==> config.mk <==
export PLATFORM = sky130hd
export DESIGN_NAME = pulse_width_meter
export DESIGN_NICKNAME = d
export VERILOG_FILES = /design/src/rtl/pwm_pkg.sv /design/src/rtl/pwm_fifo.sv /design/src/rtl/pulse_width_meter.sv
export SDC_FILE = /design/constraint.sdc
export NUM_CORES = 1
export LEC_CHECK = 0
export CAP_MARGIN = 10
export CORE_ASPECT_RATIO = 0.75
export CORE_UTILIZATION = 53
export DETAILED_ROUTE_END_ITERATION = 12
export GPL_TIMING_DRIVEN = 1
export PLACE_DENSITY_LB_ADDON = 0.2
export SETUP_SLACK_MARGIN = 0.3
export SLEW_MARGIN = 40
export SYNTH_ARGS = -nofsm -noshare
export SYNTH_HDL_FRONTEND = slang
export SYNTH_SLANG_ARGS = --single-unit
==> constraint.sdc <==
create_clock -name clk -period 2.08 [get_ports clk]
set_input_delay 0.208 -clock clk [delete_from_list [all_inputs] [get_ports clk]]
set_output_delay 0.208 -clock clk [all_outputs]
set_load 0.1 [all_outputs]
==> src/rtl/pwm_pkg.sv <==
// Shared types and default sizes for the pulse width meter.
package pwm_pkg;

  localparam int unsigned DefaultCntW  = 16;
  localparam int unsigned DefaultDepth = 4;

  typedef enum logic {
    StIdle    = 1'b0,
    StMeasure = 1'b1
  } state_e;

endpackage

==> src/rtl/pwm_fifo.sv <==
// Show-ahead FIFO: rdata_o presents the head entry (zero when empty), pop consumes it.
module pwm_fifo #(
  parameter int unsigned Width = 17,
  parameter int unsigned Depth = 4,
  localparam int unsigned PtrW = $clog2(Depth)
) (
  input  logic             clk,
  input  logic             rst,
  input  logic             push_i,
  input  logic [Width-1:0] wdata_i,
  input  logic             pop_i,
  output logic [Width-1:0] rdata_o,
  output logic [PtrW:0]    count_o,
  output logic             full_o,
  output logic             empty_o
);

  logic [Width-1:0] mem_q [Depth];
  logic [PtrW-1:0]  wr_ptr_q, rd_ptr_q;
  logic [PtrW:0]    count_q;
  logic             wr_en, rd_en;

  assign full_o  = (count_q == (PtrW + 1)'(Depth));
  assign empty_o = (count_q == '0);

  // A full FIFO still accepts a write when the head leaves in the same cycle.
  assign rd_en = pop_i && !empty_o;
  assign wr_en = push_i && (!full_o || rd_en);

  always_ff @(posedge clk or posedge rst) begin
    if (rst) begin
      wr_ptr_q <= '0;
      rd_ptr_q <= '0;
      count_q  <= '0;
    end else begin
      if (wr_en) wr_ptr_q <= wr_ptr_q + PtrW'(1);
      if (rd_en) rd_ptr_q <= rd_ptr_q + PtrW'(1);
      unique case ({wr_en, rd_en})
        2'b10:   count_q <= count_q + (PtrW + 1)'(1);
        2'b01:   count_q <= count_q - (PtrW + 1)'(1);
        default: count_q <= count_q;
      endcase
    end
  end

  always_ff @(posedge clk) begin
    if (wr_en) mem_q[wr_ptr_q] <= wdata_i;
  end

  assign rdata_o = empty_o ? '0 : mem_q[rd_ptr_q];
  assign count_o = count_q;

endmodule

==> src/rtl/pulse_width_meter.sv <==
// Measures the duration of each level of an asynchronous signal in clk cycles and
// queues {level, width} records into a show-ahead FIFO with sticky overflow.
module pulse_width_meter
  import pwm_pkg::*;
#(
  parameter int unsigned CNT_W = DefaultCntW,
  parameter int unsigned DEPTH = DefaultDepth
) (
  input  logic                   clk,
  input  logic                   rst,
  input  logic                   sig_in,
  input  logic                   en,
  input  logic                   clr_ovf,
  output logic                   m_valid,
  input  logic                   m_ready,
  output logic                   m_level,
  output logic [CNT_W-1:0]       m_width,
  output logic [$clog2(DEPTH):0] fifo_count,
  output logic                   ovf,
  output logic                   busy
);

  state_e             state_q, state_d;
  logic [CNT_W-1:0]   cnt_q, cnt_d;
  logic               sync1_q, sync2_q, lvl_q;
  logic               ovf_q, ovf_d;
  logic               sig_edge, push, pop, full, empty, drop;
  logic [CNT_W:0]     fifo_rdata;

  always_ff @(posedge clk or posedge rst) begin
    if (rst) begin
      sync1_q <= 1'b0;
      sync2_q <= 1'b0;
      lvl_q   <= 1'b0;
      state_q <= StIdle;
      cnt_q   <= '0;
      ovf_q   <= 1'b0;
    end else begin
      sync1_q <= sig_in;
      sync2_q <= sync1_q;
      lvl_q   <= sync2_q;
      state_q <= state_d;
      cnt_q   <= cnt_d;
      ovf_q   <= ovf_d;
    end
  end

  assign sig_edge = (sync2_q != lvl_q);

  // The first edge only arms the counter: the preceding level has an unknown start.
  always_comb begin
    state_d = state_q;
    cnt_d   = cnt_q;
    push    = 1'b0;
    unique case (state_q)
      StIdle: begin
        if (en && sig_edge) begin
          state_d = StMeasure;
          cnt_d   = CNT_W'(1);
        end
      end
      StMeasure: begin
        if (!en) begin
          state_d = StIdle;
          cnt_d   = '0;
        end else if (sig_edge) begin
          push  = 1'b1;
          cnt_d = CNT_W'(1);
        end else if (cnt_q != '1) begin
          cnt_d = cnt_q + CNT_W'(1);
        end
      end
      default: begin
        state_d = StIdle;
        cnt_d   = '0;
      end
    endcase
  end

  assign pop  = m_valid && m_ready;
  assign drop = push && full && !pop;

  // A drop in the same cycle as clr_ovf keeps the flag set.
  always_comb begin
    ovf_d = ovf_q;
    if (drop) begin
      ovf_d = 1'b1;
    end else if (clr_ovf) begin
      ovf_d = 1'b0;
    end
  end

  pwm_fifo #(
    .Width(CNT_W + 1),
    .Depth(DEPTH)
  ) u_fifo (
    .clk    (clk),
    .rst    (rst),
    .push_i (push),
    .wdata_i({lvl_q, cnt_q}),
    .pop_i  (pop),
    .rdata_o(fifo_rdata),
    .count_o(fifo_count),
    .full_o (full),
    .empty_o(empty)
  );

  assign m_valid = !empty;
  assign m_level = fifo_rdata[CNT_W];
  assign m_width = fifo_rdata[CNT_W-1:0];
  assign ovf     = ovf_q;
  assign busy    = (state_q == StMeasure);

endmodule

; ---- Word-level counts from Yosys, hierarchy flattened
; Memories as Yosys holds them, arrays and structs flattened.
; Cells that the tools add are included.
[word_totals]
in_bits = 6
regBits = 28
word_cells = 54
ramBits = 68
out_inout_bits = 23
n_memories = 1
[memory_table]
columns = name, depth, word_bits, read_ports, rd_clocked_by_memory_dff, write_ports, line
row1 = u_fifo.mem_q, 4, 17, 1, 0, 1, pwm_fifo.sv:18  ; logic [Width-1:0] mem_q [Depth];
[op_classes]
n_reduce_logical = 14
bitwise = 1
eq_ne = 7
n_addsub = 5
n_mux = 17
[op_table]
columns = op, count
row1 = $mux 16, 4
row2 = $pmux 16 s2, 1
row3 = $mux 17, 1
row4 = $add 16x1->16 const B, 1
row5 = $ne 16x16->1 const B, 1
row6 = $mux 1, 9
row7 = $logic_and 1x1->1, 6
row8 = $pmux 3 s2, 1
row9 = $add 2x1->2 const B, 2
row10 = $ne 4x2->1 const B, 1
row11 = $reduce_bool 2->1, 2
row12 = $add 3x1->3 const B, 1
row13 = $eq 3x3->1 const B, 1
row14 = $logic_not 1->1, 3
row15 = $logic_not 3->1, 1
row16 = $sub 3x1->3 const B, 1
row17 = $eq 2x1->1 const B, 1
row18 = $eq 2x2->1 const B, 1
row19 = $ne 2x2->1 const B, 1
row20 = $pmux 1 s2, 1
row21 = $reduce_and 2->1, 1
row22 = $logic_or 1x1->1, 1
row23 = $ne 1x1->1, 1
row24 = $not 1->1, 1

; ---- Logic depth before layout (Yosys ltp)
[logic_depth]
ltp_word = 8
ltp_mapped = 10
depth_no_buf = 10

; ---- Hierarchy
; Synthesis repeated with hierarchy kept, for this count alone.
[hier_totals]
hier_cells = 268
area_unflattened_um2 = 4199.0
[modules_own_cells]
columns = module, seq_area_each_um2, instances, cells_each, area_per_inst_um2
row1 = pwm_fifo, 2217.1, 1, 148, 3029.2
row2 = pulse_width_meter, 525.5, 1, 120, 1169.9

; ---- Least setup slack after synthesis
; No wires, ideal clock.
[synth_path]
kind = reg2out
start = reg u_fifo.count_q[0] (netlist: u_fifo.count_o[0])
end = out m_width[10]
arrival_ps = 3226
required_ps = 1872
path_stages_with_launch = 5
slack_ps = -1354
path_cell_list = dfrtp_1 or3_1 clkbuf_1 clkbuf_1 and2_1
[synth_between]
elab_chain_len = 2
[synth_lines]
columns = element, line
row1 = start: declaration, pwm_fifo.sv:20  ; logic [PtrW:0] count_q;
row2 = start signal: assignment, pwm_fifo.sv:39  ; 2'b10: count_q <= count_q + (PtrW + 1)'(1);
row3 = start signal: assignment, pwm_fifo.sv:40  ; 2'b01: count_q <= count_q - (PtrW + 1)'(1);
row4 = start signal: assignment, pwm_fifo.sv:41  ; default: count_q <= count_q;
row5 = $logic_not 3->1, pwm_fifo.sv:24  ; assign empty_o = (count_q == '0);
row6 = $mux 17, pwm_fifo.sv:50  ; assign rdata_o = empty_o ? '0 : mem_q[rd_ptr_q];
row7 = end: declaration, pulse_width_meter.sv:17  ; output logic [CNT_W-1:0] m_width,
; No other way between the ends.

; ---- Worst setup path after layout
[layout_path]
start = reg u_fifo.count_q[1] (netlist: u_fifo.count_o[1])
end = reg u_fifo.count_q[2] (netlist: u_fifo.count_o[2])
[layout_between]
elab_chain_len = 8
word_cells_on_any_way = 14
classes_between = add/sub: 2 / eq/ne: 3 / mux: 1 / reduce/logical: 8
[layout_lines]
columns = element, line
row1 = $logic_not 3->1, pwm_fifo.sv:24
row2 = $logic_not 1->1, "pwm_fifo.sv:27, pulse_width_meter.sv:108"
row3 = $logic_and 1x1->1, pulse_width_meter.sv:80  ; assign pop = m_valid && m_ready;
row4 = $logic_and 1x1->1, pwm_fifo.sv:27  ; assign rd_en = pop_i && !empty_o;
row5 = $logic_or 1x1->1, pwm_fifo.sv:28  ; assign wr_en = push_i && (!full_o || rd_en);
row6 = $logic_and 1x1->1, pwm_fifo.sv:28
row7 = $eq 2x1->1 or $eq 2x2->1 (tied branches), pwm_fifo.sv:38  ; unique case ({wr_en, rd_en})
row8 = $pmux 3 s2 or $reduce_bool 2->1 (tied branches), --
; Several ways; a longest one is shown, not always the timed one.
; A chain may end at the register's enable or synchronous reset.

==> results.md <==
* Status: finished, violations left
* Failing checks: negative setup slack
* Die Wd at 105.4 um
* # nets final at 354
* Mapped Area at 0.004252 sq mm
* Router iterations before antenna repair at 5
* Critical Path AT at 2460 ps
* Synth unique cells at 50
* Post-DR wirelength/cell at 19.23 um
* Fin. max-slew vios at 0
* Final Util at 0.7290
* Setup_tns at -271.1 ps
* Num rows at 27
* GRT Total Usage at 0.2307
* Synthesized flop and latch total at 96
* Crit-path slowest cell: or4b_4
* Number of remaining DRC errors at 0
* WL final at 8.595 mm
* CP Data Required Time at 2360 ps
* Critical Path Sink Type: flop
* R2r setup slk at -110 ps
* Final hold vios at 0
* Clk slew on worst S/H paths at 100 ps
* RSZ-0062 raised after global routing: yes
* Vias in the first global route at 2538
* First-pass GRT wire length at 13.80 mm
* Commonest non-fill, non-tap cells in the layout: edfxtp_1 (68), buf_4 (36), and2_4 (30), buf_12 (20), dfrtp_1 (19)
* Placed standard-cell area at 0.004982 sq mm
* Power Dens Cells at 1586 mW/mm^2
* Core footprint at 0.007567 sq mm
* Worst VDD drop at 0.001290 V
* ANT nets after route at 0
* Async S/R FF share, synth at 0.2917
* Total congestion overflow at 0
* Starting density of the core at 0.5618
* Die footprint at 0.008388 sq mm
* Crit. Startpoint: u_fifo.count_o[1]$_DFFE_PP0P_
* Worst Skew at 10.49 ps
* Slew @ Worst Pin at 372.9 ps
* Tmin final at 2185 ps
* Most common cell after layout, fill and taps aside: edfxtp_1
* Sequential share of the synthesized area at 0.6451
* Mapped Nets at 278
* Post-route cell area at 0.005517 sq mm
* Pwr Total at 8.751 mW
* Setup ws final at -105.3 ps
* Leakage at 2.074 nW
* H-tree depth at 3
* CTS buffer count at 9
* Area grow syn2layout at 29.75%
* R2R Path Start: u_fifo.count_o[1]$_DFFE_PP0P_
* Setup violators final at 14
* Antenna Cells at 0
* Total of max-cap violations at 0
* DP Wirelength at 4.956 mm
* Top_reg_cell synth: edfxtp_1
* Routed vias at 2538
* Vias/cell at 5.678
* Largest net degree at the start of global routing at 29
* Cts hold-fix bufs at 0
* Crit path max fanout at 2
* CTS tree: yes
* Post-Syn Instances at 265
* CTS root buf: clkbuf_8
* Clock Latency Late Sink at 360 ps
* Fin crit share at 1.051
* Die height at 79.57 um
* # port buffers at 28
* Buffer depth of the longest clock path at 2
* Critical Path Max Stage Delay at 540 ps
* Initial drt markers at 191
* Post-synth EDFFs at 68
* Slew headroom at 0.7514
* Initial antenna violation count at 0
* Startpoint Class: flop
* Clock sinks at 96
* Avg Cell Area, Syn at 16.04 sq um
* IO Pins at 29
* F_max at 0.4576 GHz
* Final Wtd Congestion at 0.8235
* Crit path kind: reg -> reg
* Hold crit path type: in -> async
* Yosys warning total at 0
* Worst-path cell chain: or4b_4, nor2b_4, inv_2, ha_4, inv_2, fa_2, xor2_1, nor2_1, xor2_1
* Share of layout cells above drive strength 1 at 0.4769
[timing repair]
item / 4_1_cts / 5_1_grt
pin swaps: 10 / 5
setup buffers: 10 / 1
setup endpoints to repair: 101 / 94
cloned: 13 / 0
gates resized for setup: 36 / 8
[worst max-delay path, delay by kind of cell, from the launching register on]
family	cells	cell delay [ps]
and+or+nand+nor	3	790
buffers and inverters	2	90
adders and majority gates	2	440
xor gates and xnor gates	2	290
DFF	1	480
[synthesized netlist by cell type, types with 2 or more instances]
cell | n | area share
edfxtp_1 | 68 | 0.48
dfrtp_1 | 28 | 0.16
and2_1 | 23 | 0.034
inv_1 | 17 | 0.015
mux4_2 | 17 | 0.090
nand2_1 | 12 | 0.011
nand3_1 | 7 | 0.0082
ha_1 | 6 | 0.018
nand4_1 | 6 | 0.0088
a21oi_1 | 5 | 0.0059
buf_6 | 5 | 0.013
xnor2_1 | 5 | 0.010
nor2_1 | 4 | 0.0035
o211ai_2 | 4 | 0.012
a31oi_1 | 3 | 0.0044
a31oi_4 | 3 | 0.015
and3_1 | 3 | 0.0044
buf_4 | 3 | 0.0053
mux2i_1 | 3 | 0.0071
o211ai_1 | 3 | 0.0053
or3_1 | 3 | 0.0044
xor2_1 | 3 | 0.0062
a41oi_1 | 2 | 0.0041
buf_2 | 2 | 0.0024
clkbuf_1 | 2 | 0.0018
o21a_1 | 2 | 0.0035
o21ai_0 | 2 | 0.0024
o22ai_2 | 2 | 0.0059
[where the power goes]
group	internal (mW)	switching, mW	total [mW]	leakage, nW
clock network	0.686	0.638	1.32	0.111
registers	2.22	0.0989	2.32	0.962
logic	2.13	2.98	5.11	1.00
[per-stage QoR]
step	hold WS (ps)	std cells	worst slack, ps
finish	207.1	447	-105.3
CTS	209.8	446	-108.3
floorplan	239.4	265	-250.6
global route	264.1	447	-168.3
detailed placement	338.0	407	-374.3
global placement	350.5	407	-293.2
[cells by family after synthesis]
kind of cell,Yosys count,share of synthesized area
buf+inv,31,0.04444
flops,96,0.6451
fa+ha+maj,7,0.02237
simple gates,67,0.09241
xor+xnor,9,0.02031
mux,21,0.09977
compound gates,34,0.07564
[layout make-up]
cell class | instances | area, sq um
inverter | 17 | 63.81
clock buffer | 10 | 127.6
sequential | 96 | 2761
multi-input combinational | 146 | 1480
tap | 101 | 126.4
fill | 483 | 2051
timing repair buffer | 71 | 865.8
clock inverter | 6 | 91.34
[layer usage]
metal / vias to the layer above / global-route usage / share of wire
li1: 1163 / - / -
met3: 6 / 0.06286 / 0.055
met1: 1288 / 0.3186 / 0.46
met5: - / 0 / 0
met4: 0 / 0.06056 / 0.0077
met2: 81 / 0.3658 / 0.48
[worst paths after layout]
kind	depth (start not counted)	endpoint
hold reg to reg	0	sync2_q$_DFF_PP0_
min in group clk	1	sync1_q$_DFF_PP0_
max in group asynchronous	3	u_fifo.count_o[1]$_DFFE_PP0P_
setup reg to reg	9	u_fifo.count_o[2]$_DFFE_PP0P_
hold / removal	3	u_fifo.rd_ptr_q[1]$_DFFE_PP0P_
setup / recovery	9	u_fifo.count_o[2]$_DFFE_PP0P_
[registers in the layout (all words and copies together), names as in the netlist, 2 cells and up]
name,flops
cnt_q,16
u_fifo.rd_ptr_q,2
u_fifo.count_o,3
u_fifo.wr_ptr_q,2
u_fifo.mem_q,68
(Power assumes the default switching activity.)
